File: src/rtl/piso_serializer.sv
// Parallel-in/serial-out shifter with a one-word holding buffer so back-to-back
// words stream with no gap cycle; en freezes serial progress but not acceptance.
module piso_serializer #(
    parameter int WIDTH     = 8,
    parameter bit MSB_FIRST = 1'b1
) (
    input  logic             clk,
    input  logic             clr_n,
    input  logic [WIDTH-1:0] din,
    input  logic             din_valid,
    output logic             din_ready,
    input  logic             en,
    output logic             sout,
    output logic             sout_valid,
    output logic             frame_start,
    output logic             busy
);

    localparam int CW = (WIDTH > 2) ? $clog2(WIDTH) : 1;
    localparam logic [CW-1:0] LAST = CW'(WIDTH - 1);

    typedef enum logic {
        IDLE,
        SHIFT
    } state_t;

    state_t           state_q, state_d;
    logic [WIDTH-1:0] hb_q, hb_d;
    logic             hb_full_q, hb_full_d;
    logic [WIDTH-1:0] sr_q, sr_d;
    logic [CW-1:0]    cnt_q, cnt_d;
    logic             sout_q, sout_d;
    logic             accept;
    logic             load;

    // Acceptance needs an empty buffer and a transfer needs a full one, so the
    // two can never coincide on one edge.
    assign accept = din_valid && !hb_full_q;

    always_comb begin
        state_d   = state_q;
        hb_d      = hb_q;
        hb_full_d = hb_full_q;
        sr_d      = sr_q;
        cnt_d     = cnt_q;
        load      = 1'b0;

        if (en) begin
            case (state_q)
                IDLE: begin
                    if (hb_full_q) begin
                        load    = 1'b1;
                        state_d = SHIFT;
                    end
                end
                SHIFT: begin
                    if (cnt_q == LAST) begin
                        if (hb_full_q) begin
                            load = 1'b1;
                        end else begin
                            state_d = IDLE;
                            sr_d    = '0;
                        end
                    end else begin
                        cnt_d = cnt_q + 1'b1;
                        if (MSB_FIRST) begin
                            sr_d = {sr_q[WIDTH-2:0], 1'b0};
                        end else begin
                            sr_d = {1'b0, sr_q[WIDTH-1:1]};
                        end
                    end
                end
                default: state_d = IDLE;
            endcase
        end

        if (load) begin
            sr_d      = hb_q;
            cnt_d     = '0;
            hb_full_d = 1'b0;
        end

        if (accept) begin
            hb_d      = din;
            hb_full_d = 1'b1;
        end

        // Output bit is registered from the next-state shifter contents.
        if (state_d == SHIFT) begin
            sout_d = MSB_FIRST ? sr_d[WIDTH-1] : sr_d[0];
        end else begin
            sout_d = 1'b0;
        end
    end

    always_ff @(posedge clk or negedge clr_n) begin
        if (!clr_n) begin
            state_q   <= IDLE;
            hb_q      <= '0;
            hb_full_q <= 1'b0;
            sr_q      <= '0;
            cnt_q     <= '0;
            sout_q    <= 1'b0;
        end else begin
            state_q   <= state_d;
            hb_q      <= hb_d;
            hb_full_q <= hb_full_d;
            sr_q      <= sr_d;
            cnt_q     <= cnt_d;
            sout_q    <= sout_d;
        end
    end

    assign din_ready   = clr_n && !hb_full_q;
    assign sout        = sout_q;
    assign sout_valid  = (state_q == SHIFT);
    assign frame_start = (state_q == SHIFT) && (cnt_q == '0);
    assign busy        = (state_q == SHIFT) || hb_full_q;

endmodule
File: config.mk
export PLATFORM = sky130hd
export DESIGN_NAME = piso_serializer
export DESIGN_NICKNAME = d
export VERILOG_FILES = /design/src/rtl/piso_serializer.sv
export SDC_FILE = /design/constraint.sdc
export NUM_CORES = 1
export LEC_CHECK = 0
export BUFFER_PORTS_ARGS = -buffer_cell sky130_fd_sc_hd__buf_2
export CORE_UTILIZATION = 40
export CTS_CLUSTER_DIAMETER = 40
export DETAILED_ROUTE_END_ITERATION = 10
export GPL_TIMING_DRIVEN = 0
export PLACE_DENSITY = 0.69
export SYNTH_ARGS = -nofsm -noshare
export SYNTH_HDL_FRONTEND = slang
export SYNTH_SLANG_ARGS = --single-unit
File: constraint.sdc
create_clock -name clk -period 2.1 [get_ports clk]
set_clock_uncertainty 0.1 [all_clocks]
set_input_delay 0 -clock clk [delete_from_list [all_inputs] [get_ports clk]]
set_output_delay 0 -clock clk [all_outputs]
set_load 0.05 [all_outputs]
**Word level (Yosys, flattened, before mapping)**

Index checks and enable logic that the tools add are counted.

- $add $sub $neg: 1
- Eq/ne operators: 3
- Multiply operators: 0
- Divide/modulo/power cells: 0
- Magnitude comparators: 0
- Bitwise gates (word level): 1
- Multiplexer cells: 19
- Shift operators: 0
- Reductions and logical operators: 11

Operators with widths:

| cell | number |
|---|---|
| two-way mux 8 bit | 5 |
| two-way mux 3 bit | 4 |
| two-way mux 1 bit | 8 |
| AND reduction 3 bit | 2 |
| nonzero test 2 bit | 3 |
| one-hot mux 1 bit (2 select lines) | 2 |
| adder 3 x 1 -> 3 bit (second input constant) | 1 |
| equality test 3 bit (second input constant) | 1 |
| logical AND 1 bit | 3 |
| zero test 3 bit | 1 |
| != test 3 bit (second input constant) | 1 |
| != test 2 bit (second input constant) | 1 |
| zero test 1 bit | 1 |
| logical OR 1 bit | 1 |
| inverter 1 bit | 1 |

- Memory bits (read-only): 0
- Logic and storage cells: 42
- Memories kept: 0
- Latch bits: 0
- Bits in registers: 22
- Memory bits (writable): 0
- Input port bits: 12

**Depth between registers and ports, before layout**

Gate-level depths: netlist of the first run.

- Word-level depth: 6
- Gate-level depth with buffers: 6

**Least setup slack after synthesis of the first run**

OpenSTA, ideal clock, no wires.

- Kind: register to output
- Start point: register state_q, in the netlist sout_valid
- End point: output frame_start
- Arrival: 1.510 ns
- Setup slack: 0.490 ns
- Stages on the path, launching flop included: 4
- Required time: 2.000 ns
- Cell sequence: dfrtp_1 -> buf_6 -> nand2_1 -> nor2_1

- Word-level cells in the longest chain between the ends: 1

RTL lines:

| element | RTL line | RTL |
|---|---|---|
| from (decl) | 27 | `state_t state_q, state_d;` |
| from (signal assigned) | 105 | `state_q <= state_d;` |
| logical AND 1 bit | 117 | `assign frame_start = (state_q == SHIFT) && (cnt_q == '0);` |
| to (decl) | 15 | `output logic frame_start,` |

No other way between the ends.

**Worst setup path after layout of the first run**

- Start point: register cnt_q[0]
- End point: register sr_q[4]

- Word-level cells in the longest chain between the ends: 6

RTL lines:

| element | RTL line | RTL |
|---|---|---|
| from (decl) | 31 | `logic [CW-1:0] cnt_q, cnt_d;` |
| from (signal assigned) | 109 | `cnt_q <= cnt_d;` |
| equality test 3 bit * | 57 | `if (cnt_q == LAST) begin` |
| two-way mux 1 bit | 57 |  |
| one-hot mux 1 bit (2 select lines) | 49 | `case (state_q)` |
| two-way mux 1 bit | 48 | `if (en) begin` |
| != test 3 bit (no line) or nonzero test 2 bit (tied branches) | n/a |  |
| AND reduction 3 bit (no line) | n/a |  |
| to (signal assigned) | 108 | `sr_q <= sr_d;` |
| to (decl) | 30 | `logic [WIDTH-1:0] sr_q, sr_d;` |

Mark *: on every way between the ends. The rest lies on a longest branch, timed or not. The select of a mux whose other input is x is not followed.
A chain may end at the register's enable or synchronous reset.

==> summary.txt, run 1 <==
Power
  • Switching pwr: 0.4592 mW
  • Sw Ratio: 33.84%
  • P_int: 0.8977 mW
  • Total power: 1.357 mW
  • Part of the power in the clock network: between 10% and 20%
  • Logic pwr share: about a third
  • Flop pwr share: between 40 and 50%
  • P_leak: 0.5895 nW
  • PD cells: 1047 nW/um2
  • Maximum vdd drop: 0.0005502 V

Worst setup path
  • CP peak stage delay: about 0.42 ns
  • CP Data Arrival Time: 1.85 ns
  • R2R setup slack: 0.35 ns
  • Startpoint types: flop
  • Worst setup EP type: flop
  • Instance count on the critical path: 5
  • Worst r2r src: cnt_q[0]$_DFFE_PN0P_
  • Kind of critical path: reg2reg
  • WP data required: 2.20 ns
  • Crit path top cell by count: ha_1
  • Worst R2R End: sr_q[4]$_DFFE_PN0P_
  • Critical path, cell by cell: ha_1 -> ha_1 -> or2b_4 -> a32oi_1 -> a21oi_1
  • FF-to-FF path depth: 5
  • Cell family contributing the most delay on the critical path: adder cells
  • CP Max Fanout: 7
  • CP max stage cell: dfrtp_1
  • Buf+Inv Stages, Crit Path: 0

STA
  • Final Hold Fails: 0
  • RSZ-0062 raised after global routing: false
  • Max Fclk: 0.5704 GHz
  • Final min period: 1.753 ns
  • Final period utilization: 83.49%
  • Worst slew pin tran: 0.4957 ns
  • Setup TNS: 0 ns
  • Final Setup Violations: 0
  • Pins over their slew limit: 0
  • Slew headroom: between 60% and 70%

Yosys
  • Synthesized area per cell: 11.15 um2
  • Mapped Area: 1037 um2
  • Sequential cell area fraction in the yosys report: 53.08%
  • Total number of yosys warnings: 0
  • Yosys cell types: 25
  • Number of synthesized register bits: 22
  • Synth top area share: 53.08%
  • Ys async rst share: 100.0%
  • Main synth FF type: dfrtp_1
  • Syn_nets: 108
  • EDFF count, synth: 0
  • Area leader, netlist: dfrtp_1
  • Synth Instances: 93
  • Synth area leaders: dfrtp_1 53%, mux2_2 9.8%, a32oi_1 4.2%

Detailed routing
  • DRC viols: 0
  • Wire per inst: 12.96 um
  • WL final: 1.983 mm
  • Vias/cell: around 5
  • DRT iter0 DRCs: 14
  • Routed via count: about 780
  • Drt first pass iters: 4
  • Post-DRT Antenna Nets: 0

Floorplan
  • Die ar.: about 2800 um2
  • Initial Util: a little over two fifths
  • Rows: 18
  • I/O pins: 17
  • Die Ht: approximately 53 um
  • Die Wd: 52.92 um
  • Core Area: about 2500 um2

Clock network
  • H-tree depth: 1
  • Clk sinks: 22
  • Number of gates resized after CTS: 0
  • Hold buffers post-CTS: 11
  • Root buf cell: clkbuf_4
  • Post-CTS Setup Inserts: 0
  • Clock Latency Late Sink: 0.30 ns
  • TritonCTS clock tree: done
  • CTS Buffer Depth: 2
  • CTS Buf Count: 3
  • Reg clk slew, reported paths: 0.12 ns

GRT
  • First-pass GRT wire length: 3.353 mm
  • Vias in the first global route: 795
  • Initial antenna violation count: 0
  • Total GRT Usage: 16.89%
  • Largest net degree at the start of global routing: 24
  • Grt ovf: 0

Placed design
  • Routability congestion estimate: 0.7864
  • DP HPWL: approximately 1.4 mm
  • Port Buf Inserts: 15

Cells and area
  • Antenna diodes: 0
  • Most common cell after layout, fill and taps aside: dfrtp_1
  • Fillers: 219
  • Area growth syn-to-layout: 24.97%
  • Most frequent cells in the layout: 22 x dfrtp_1, 20 x buf_2, 11 x dlygate4sd3_1
  • Layout cell share with drive strength beyond 1: about a third
  • Total Nets Final: 139

Outcome
  • Status: complete, no violations

Hold path
  • Worst hold path class: in2async

Flow run
  • MaxCap Viol Count: 0
## sequential cells by signal (all words and copies together) (netlist names)
signal	cells
sout_valid	1
hb_full_q	1
sout	1
cnt_q	3
sr_q	8
hb_q	8
## worst max path at each step
stage,from,endpoint
after global routing,cnt_q[0]$_DFFE_PN0P_,cnt_q[0]$_DFFE_PN0P_
after CTS,cnt_q[0]$_DFFE_PN0P_,sr_q[4]$_DFFE_PN0P_
final,cnt_q[0]$_DFFE_PN0P_,sr_q[4]$_DFFE_PN0P_
after detailed placement,cnt_q[0]$_DFFE_PN0P_,cnt_q[0]$_DFFE_PN0P_
after global placement,cnt_q[0]$_DFFE_PN0P_,sr_q[4]$_DFFE_PN0P_
after floorplan,sout_valid$_DFF_PN0_,frame_start
## power groups by stage
stage / registers [mW] / logic, mW / clock network (mW)
after floorplan: 0.672 / 0.333 / 0
after global placement: 0.656 / 0.440 / 0
after detailed placement: 0.666 / 0.460 / 0
after CTS: 0.655 / 0.477 / 0.240
after global routing: 0.670 / 0.516 / 0.261
final: 0.653 / 0.474 / 0.230
## stage by stage
stage	cells	instance area, um2	utilization [%]	hold WS, ns	setup WS [ns]
floorplan	93	1037	-	-0.3956	0.4900
global placement	138	1150	46.84	-0.1101	0.4048
detailed placement	138	1150	46.84	-0.1083	0.3810
CTS	153	1296	52.80	0.08338	0.3641
global route	153	1296	52.80	0.1077	0.2813
finish	153	1296	52.80	0.07999	0.3467
## final cells by class
type                       instances  area [um2]  area share, %
buffer                             7       43.79          3.378
tap                               30       37.54          2.896
timing repair buffer              26       185.2          14.29
clock buffer                       4       36.28          2.799
multi-input combinational         61       431.7          33.30
sequential                        22       550.5          42.47
inverter                           3       11.26         0.8687
## cells by family (layout without fill, tap and decap cells)
group                      after synthesis  count (layout)  synth area share (%)
and+or+nand+nor                         26              26                 12.67
AOI/OAI and AO/OA                       23              23                 15.56
DFF                                     22              22                 53.08
buffers and inverters                   10              40                 5.307
muxes                                    9               9                 9.771
adders and majority gates                3               3                 3.619
## worst register-to-register path: stages, from the launching register on
cell and delay, ns:
dfrtp_1 0.42, ha_1 0.21, ha_1 0.26, or2b_4 0.31
a32oi_1 0.25, a21oi_1 0.10
## Yosys cell counts (2+ instances only)
| library cell | instances |
|---|---|
| a32oi_1 | 5 |
| inv_1 | 3 |
| nor2b_1 | 4 |
| o21ai_0 | 3 |
| a21oi_1 | 7 |
| a22o_1 | 2 |
| ha_1 | 3 |
| nand2_1 | 7 |
| nor2_1 | 10 |
| buf_2 | 5 |
| dfrtp_1 | 22 |
| mux2_2 | 9 |
## routing by layer
| layer | track usage (%) | up-vias | routed length [um] |
|---|---|---|---|
| li1 | - | 385 | - |
| met1 | 19.89 | 366 | 893 |
| met2 | 29.11 | 22 | 999 |
| met3 | 3.448 | 2 | 77 |
| met4 | 7.895 | 0 | 13 |
| met5 | 0 | - | 0 |
(Power assumes the default switching activity.)
==> inputs of run 2 (changes only) <==
- PLACE_DENSITY: 0.69 -> 0.71
- clock period: 2.1 -> 1.5 ns (I/O delays scaled with it)
==> run 2 against run 1 <==
Effect of this change:
- the flow now finishes with violations (negative setup slack)
- die area unchanged
- non-clock buffer count increased by 3
- utilization up 3.0 points
- sequential share of layout area fell by 2.2 points
- register-to-register slack got worse by 0.41 ns
- combinational power increased by 67%
- first-iteration DRC count is 86% higher
- clock power grew 22%
- cell area grew 5.7%
- sequential cell count stayed put
- critical endpoint is now sr_q[1]$_DFFE_PN0P_
- largest power group unchanged
==> summary.txt, run 2 (synthesized netlist as in run 1, its figures left out) <==
Worst setup path
  • Startpoint types: flop
  • Worst r2r src: cnt_q[1]$_DFFE_PN0P_
  • Critical path origin: cnt_q[1]$_DFFE_PN0P_
  • WP data required: 1.60 ns (-0.60 ns)
  • Worst setup EP type: flop
  • Kind of critical path: reg2reg
  • CP Data Arrival Time: 1.66 ns (-0.19 ns)
  • CP Max Fanout: 7 (unchanged)

Clock network
  • H-tree depth: 1 (unchanged)
  • Root buf cell: clkbuf_4
  • Clock Latency Late Sink: 0.31 ns (about the same)
  • Clk sinks: 22 (unchanged)
  • CTS Buffer Depth: 2 (unchanged)
  • TritonCTS clock tree: done
  • Reg clk slew, reported paths: 0.12 ns (about the same)
  • CTS Buf Count: 3 (unchanged)

STA
  • Final min period: 1.567 ns (-0.1865 ns)
  • Final Setup Violations: 8 (+8)
  • Slew headroom: 35.52% (-31 points)
  • Pins over their slew limit: 0 (unchanged)
  • Setup ws final: -0.06680 ns (-0.4135 ns)
  • Final Hold Fails: 0 (unchanged)
  • Final period utilization: 104.5% (+21 points)
  • RSZ-0062 raised after global routing: true
  • Worst slew pin tran: 0.9641 ns (+0.4684 ns)
  • Setup TNS: -0.3711 ns (-0.3711 ns)
  • Max Fclk: 0.6382 GHz (+12%)

Floorplan
  • Die Ht: 52.92 um (unchanged)
  • I/O pins: 17 (unchanged)
  • Initial Util: 42.25% (unchanged)
  • Die ar.: 2801 um2 (unchanged)
  • Core Area: 2455 um2 (unchanged)
  • Die Wd: 52.92 um (unchanged)
  • Rows: 18 (unchanged)

GRT
  • First-pass GRT wire length: 3.615 mm (+7.8%)
  • Largest net degree at the start of global routing: 23 (-4.2%)
  • Vias in the first global route: 831 (+4.5%)
  • Grt ovf: 0 (unchanged)
  • Initial antenna violation count: 0 (unchanged)
  • Total GRT Usage: 18.55% (+1.7 points)

Placed design
  • Placed Area: 1169 um2 (+1.6%)
  • Cell total after placement: 138 (unchanged)
  • DP HPWL: 1.398 mm (+1.1%)
  • Port Buf Inserts: 15 (unchanged)
  • Routability congestion estimate: 0.7799 (-0.83%)

Cells and area
  • Design area: 1370 um2 (+5.7%)
  • Top flop regs: hb_q (8), sr_q (8), cnt_q (3)
  • Core Util, Final: 55.81% (+3.0 points)
  • Antenna diodes: 0 (unchanged)
  • Total Nets Final: 142 (+2.2%)
  • Fin cells: 156 (+2.0%)
  • Most frequent cells in the layout: 21 x dfrtp_1, 17 x buf_2, 11 x dlygate4sd3_1
  • Most common cell after layout, fill and taps aside: dfrtp_1
  • Area growth syn-to-layout: 32.09%
  • Layout cell share with drive strength beyond 1: 40.48% (+7.1 points)

Detailed routing
  • Wire per inst: 13.55 um (+4.6%)
  • WL final: 2.114 mm (+6.6%)
  • Drt first pass iters: 4 (unchanged)
  • Vias/cell: 5.128 (+1.2%)
  • DRT iter0 DRCs: 26 (+12)
  • DRC viols: 0 (unchanged)
  • Routed via count: 800 (+3.2%)
  • Post-DRT Antenna Nets: 0 (unchanged)

Power
  • Total power: 1.993 mW (+47%)
  • Maximum vdd drop: 0.0008332 V (+51%)
  • P_leak: 0.6115 nW (+3.7%)
  • PD cells: 1455 nW/um2 (+39%)

Flow run
  • MaxCap Viol Count: 0 (unchanged)

Hold path
  • Worst hold path class: in2async

Outcome
  • Failing checks: negative setup slack
  • Status: finished, violations left
==> run 2: changes by cell type in the layout (fill, tap and decap cells not counted), sizes merged <==
cell | before | now
buf | 22 | 25
==> run 2: layout make-up <==
class                      count  area, um2
multi-input combinational     61      473.0
fill                         225       1085
sequential                    22      551.8
inverter                       3      11.26
clock buffer                   4      26.28
timing repair buffer          29      220.2
tap                           30      37.54
buffer                         7      50.05
==> run 2: worst paths after layout <==
kind                                         to  slack [ns]  cells past startpoint
min                        cnt_q[1]$_DFFE_PN0P_        0.29                      2
max                         sr_q[1]$_DFFE_PN0P_       -0.07                      5
min in group clk                      din_ready        0.33                      3
max reg2reg                 sr_q[1]$_DFFE_PN0P_       -0.07                      5
max in group asynchronous  sout_valid$_DFF_PN0_        0.37                      2
min reg2reg                 sr_q[0]$_DFFE_PN0P_        0.42                      1
==> run 2: routing by layer <==
| layer | up-vias | part of all wire [%] | track usage (%) |
|---|---|---|---|
| li1 | 391 | - | - |
| met1 | 386 | 42 | 21.63 |
| met2 | 18 | 53 | 31.65 |
| met3 | 5 | 2.4 | 3.736 |
| met4 | 0 | 1.9 | 10.09 |
| met5 | - | 0 | 0 |
==> run 2: worst max-delay path, cell delays in order, from the launching register on <==
cell and delay, ns:
dfrtp_1 0.41, ha_2 0.20, ha_4 0.18, or2b_4 0.29
a32oi_1 0.18, a21oi_1 0.09
==> run 2: through the flow <==
stage | hold WS, ns | setup WS, ns
2_1_floorplan | -0.3956 | 0.007097
3_3_place_gp | -0.1076 | -0.08238
3_5_place_dp | -0.1073 | -0.1081
4_1_cts | 0.3343 | -0.07273
5_1_grt | 0.3464 | -0.1154
6_report | 0.2902 | -0.06680
==> run 2: report_power, final <==
group	internal, mW	total (mW)	switching, mW
sequential	0.799	0.921	0.121
clock	0.104	0.280	0.177
combinational	0.399	0.792	0.394
total	1.30	1.99	0.692
==> run 2: what timing repair did <==
action	CTS	global route
hold endpoints to repair	35	0
resized for setup	6	7
endpoints found under the setup margin	10	13
hold buffers	11	0
pin swaps	2	9
buffers inserted	3	0
==> inputs of run 3 (changes only) <==
- clock period: 1.5 -> 1.4 ns (I/O delays scaled with it)
==> run 3 against run 2 <==
Effect of this change:
- wire length up 0.38%
- first-iteration DRC count fell by 81%
- via count up 1.0%
- hold slack lost 0.36 ns
- critical path depth unchanged
- clock-buffer cell count unchanged
- the flow finishes with violations (negative hold slack, negative setup slack)
- highest routed layer unchanged
- combinational power is 14% higher
- clock power increased by 5%
- utilization up 2.2 points
- die area unchanged
- register-to-register slack worse by 0.11 ns
==> summary.txt, run 3 (synthesized netlist as in run 1, its figures left out) <==
GRT
  • Vias in the first global route: 858 (+3.2%)
  • Initial antenna violation count: 0 (unchanged)
  • Grt ovf: 0 (unchanged)
  • M1 GR Usage: 22.94% (+1.3 points)
  • Met3 Resource Use GR: 3.448% (-0.29 points)
  • Total GRT Usage: 19.43% (+0.87 points)
  • Largest net degree at the start of global routing: 23 (unchanged)
  • Top Usage Layer GRT: met2
  • First-pass GRT wire length: 3.753 mm (+3.8%)
  • Met2 Use GR: 34.39% (+2.7 points)

Detailed routing
  • DRT iter0 DRCs: 5 (-81%)
  • Wire per inst: 13.18 um (-2.7%)
  • DRC viols: 0 (unchanged)
  • Routed via count: 808 (+1.0%)
  • Drt first pass iters: 4 (unchanged)
  • Vias/cell: 5.019 (-2.1%)
  • WL final: 2.122 mm (+0.38%)
  • Post-DRT Antenna Nets: 0 (unchanged)

Cells and area
  • Fillers: 222 (-1.3%)
  • Top flop regs: hb_q (8), sr_q (8), cnt_q (3)
  • Most frequent cells in the layout: 21 x dfrtp_1, 17 x buf_2, 10 x dlygate4sd3_1
  • Area growth syn-to-layout: 37.27%
  • Layout cell share with drive strength beyond 1: 42.75% (+2.3 points)
  • Antenna diodes: 0 (unchanged)
  • Design area: 1424 um2 (+3.9%)
  • Most common cell after layout, fill and taps aside: dfrtp_1
  • Total Nets Final: 147 (+3.5%)

STA
  • Max Fclk: 0.6353 GHz (-0.45%)
  • Final Setup Violations: 12 (+4)
  • RSZ-0062 raised after global routing: true
  • Final hold slack: -0.07039 ns (-0.3606 ns)
  • Final Hold Fails: 22 (+22)
  • Setup ws final: -0.1739 ns (-0.1071 ns)
  • Slew headroom: 35.54% (about the same)
  • Final min period: 1.574 ns (+0.007148 ns)
  • Final period utilization: 112.4% (+8.0 points)
  • Pins over their slew limit: 0 (unchanged)
  • Worst slew pin tran: 0.9669 ns (+0.002789 ns)

Flow run
  • MaxCap Viol Count: 0 (unchanged)

Power
  • P_leak: 0.6462 nW (+5.7%)
  • Logic pwr share: 41.2% (+1.5 points)
  • PD cells: 1543 nW/um2 (+6.0%)
  • Switching pwr: 0.7557 mW (+9.2%)
  • Maximum vdd drop: 0.001203 V (+44%)
  • Part of the power in the clock network: 13.4% (-0.7 points)
  • Sw Ratio: 34.40% (-0.29 points)
  • P_int: 1.441 mW (+11%)
  • Flop pwr share: 45.5% (-0.7 points)
  • Total power: 2.196 mW (+10%)

Worst setup path
  • Startpoint types: flop
  • CP Data Arrival Time: 1.67 ns (about the same)
  • FF-to-FF path depth: 5 (unchanged)
  • WP data required: 1.50 ns (-0.10 ns)
  • Worst r2r src: cnt_q[0]$_DFFE_PN0P_
  • Kind of critical path: reg2reg
  • Critical path origin: cnt_q[0]$_DFFE_PN0P_
  • CP Max Fanout: 7 (unchanged)
  • Worst setup EP type: flop

Clock network
  • CTS Buf Count: 3 (unchanged)
  • Clk sinks: 22 (unchanged)
  • H-tree depth: 1 (unchanged)
  • Clock Latency Late Sink: 0.30 ns (about the same)
  • Root buf cell: clkbuf_4
  • CTS Buffer Depth: 2 (unchanged)
  • Reg clk slew, reported paths: 0.11 ns (about the same)
  • TritonCTS clock tree: done

Floorplan
  • Rows: 18 (unchanged)
  • Die Ht: 52.92 um (unchanged)
  • Core Area: 2455 um2 (unchanged)
  • Die ar.: 2801 um2 (unchanged)
  • Initial Util: 42.25% (unchanged)
  • Die Wd: 52.92 um (unchanged)
  • I/O pins: 17 (unchanged)

Placed design
  • Routability congestion estimate: 0.7676 (-1.6%)
  • DP HPWL: 1.360 mm (-2.7%)
  • Port Buf Inserts: 15 (unchanged)
  • Placed Area: 1175 um2 (+0.54%)

Outcome
  • Failing checks: negative hold slack, negative setup slack
  • Status: finished, violations left

Hold path
  • Worst hold path class: in2async
run 3: stage by stage:
step / util [%] / setup WS [ns] / setup TNS, ns / instances
after global placement: 47.86 / -0.1584 / -1.260 / 138
final: 58.00 / -0.1739 / -1.415 / 161
after detailed placement: 47.86 / -0.1844 / -1.577 / 138
after global routing: 58.00 / -0.2033 / -2.067 / 161
after floorplan: - / -0.08610 / -0.5588 / 93
after CTS: 56.78 / -0.1530 / -1.238 / 160
run 3: cell type report:
type	instances	area [um2]	area share, %
Timing Repair Buffer	34	264.0	18.54
Inverter	3	11.26	0.7909
Multi-Input combinational cell	61	479.2	33.66
Buffer	7	53.80	3.779
Tap cell	30	37.54	2.636
Clock buffer	4	26.28	1.845
Sequential cell	22	551.8	38.75
run 3: per-layer routing:
metal	part of all wire (%)	vias to the layer above
li1	-	400
met1	47	389
met2	50	15
met3	2.2	4
met4	1.1	0
met5	0	-
run 3: worst paths after layout:
kind | end | slack, ns
min reg2reg | sr_q[0]$_DFFE_PN0P_ | 0.41
min in group clk | din_ready | 0.33
max reg2reg | sr_q[1]$_DFFE_PN0P_ | -0.17
min | sr_q[6]$_DFFE_PN0P_ | -0.07
max | sr_q[1]$_DFFE_PN0P_ | -0.17
max in group asynchronous | sout_valid$_DFF_PN0_ | 0.62
run 3: power groups by stage:
stage / clock [mW] / sequential, mW / combinational (mW)
finish: 0.293 / 0.999 / 0.904
detailed placement: 0 / 1.01 / 0.720
CTS: 0.304 / 0.990 / 0.872
floorplan: 0 / 1.02 / 0.528
global placement: 0 / 0.995 / 0.689
global route: 0.328 / 1.03 / 1.00
run 3: worst max-delay path, cell delays in order (launching register included):
cell	delay, ns
dfrtp_1	0.41
ha_2	0.20
ha_4	0.18
or2b_4	0.29
a32oi_1	0.20
a21oi_1	0.08
run 3: repair_timing:
item	4_1_cts	5_1_grt
hold buffers	11	0
buffers inserted	6	1
gates resized for setup	10	5
hold endpoints to repair	35	0
cloned	1	0
setup endpoints to repair	15	15
pin swaps	9	2
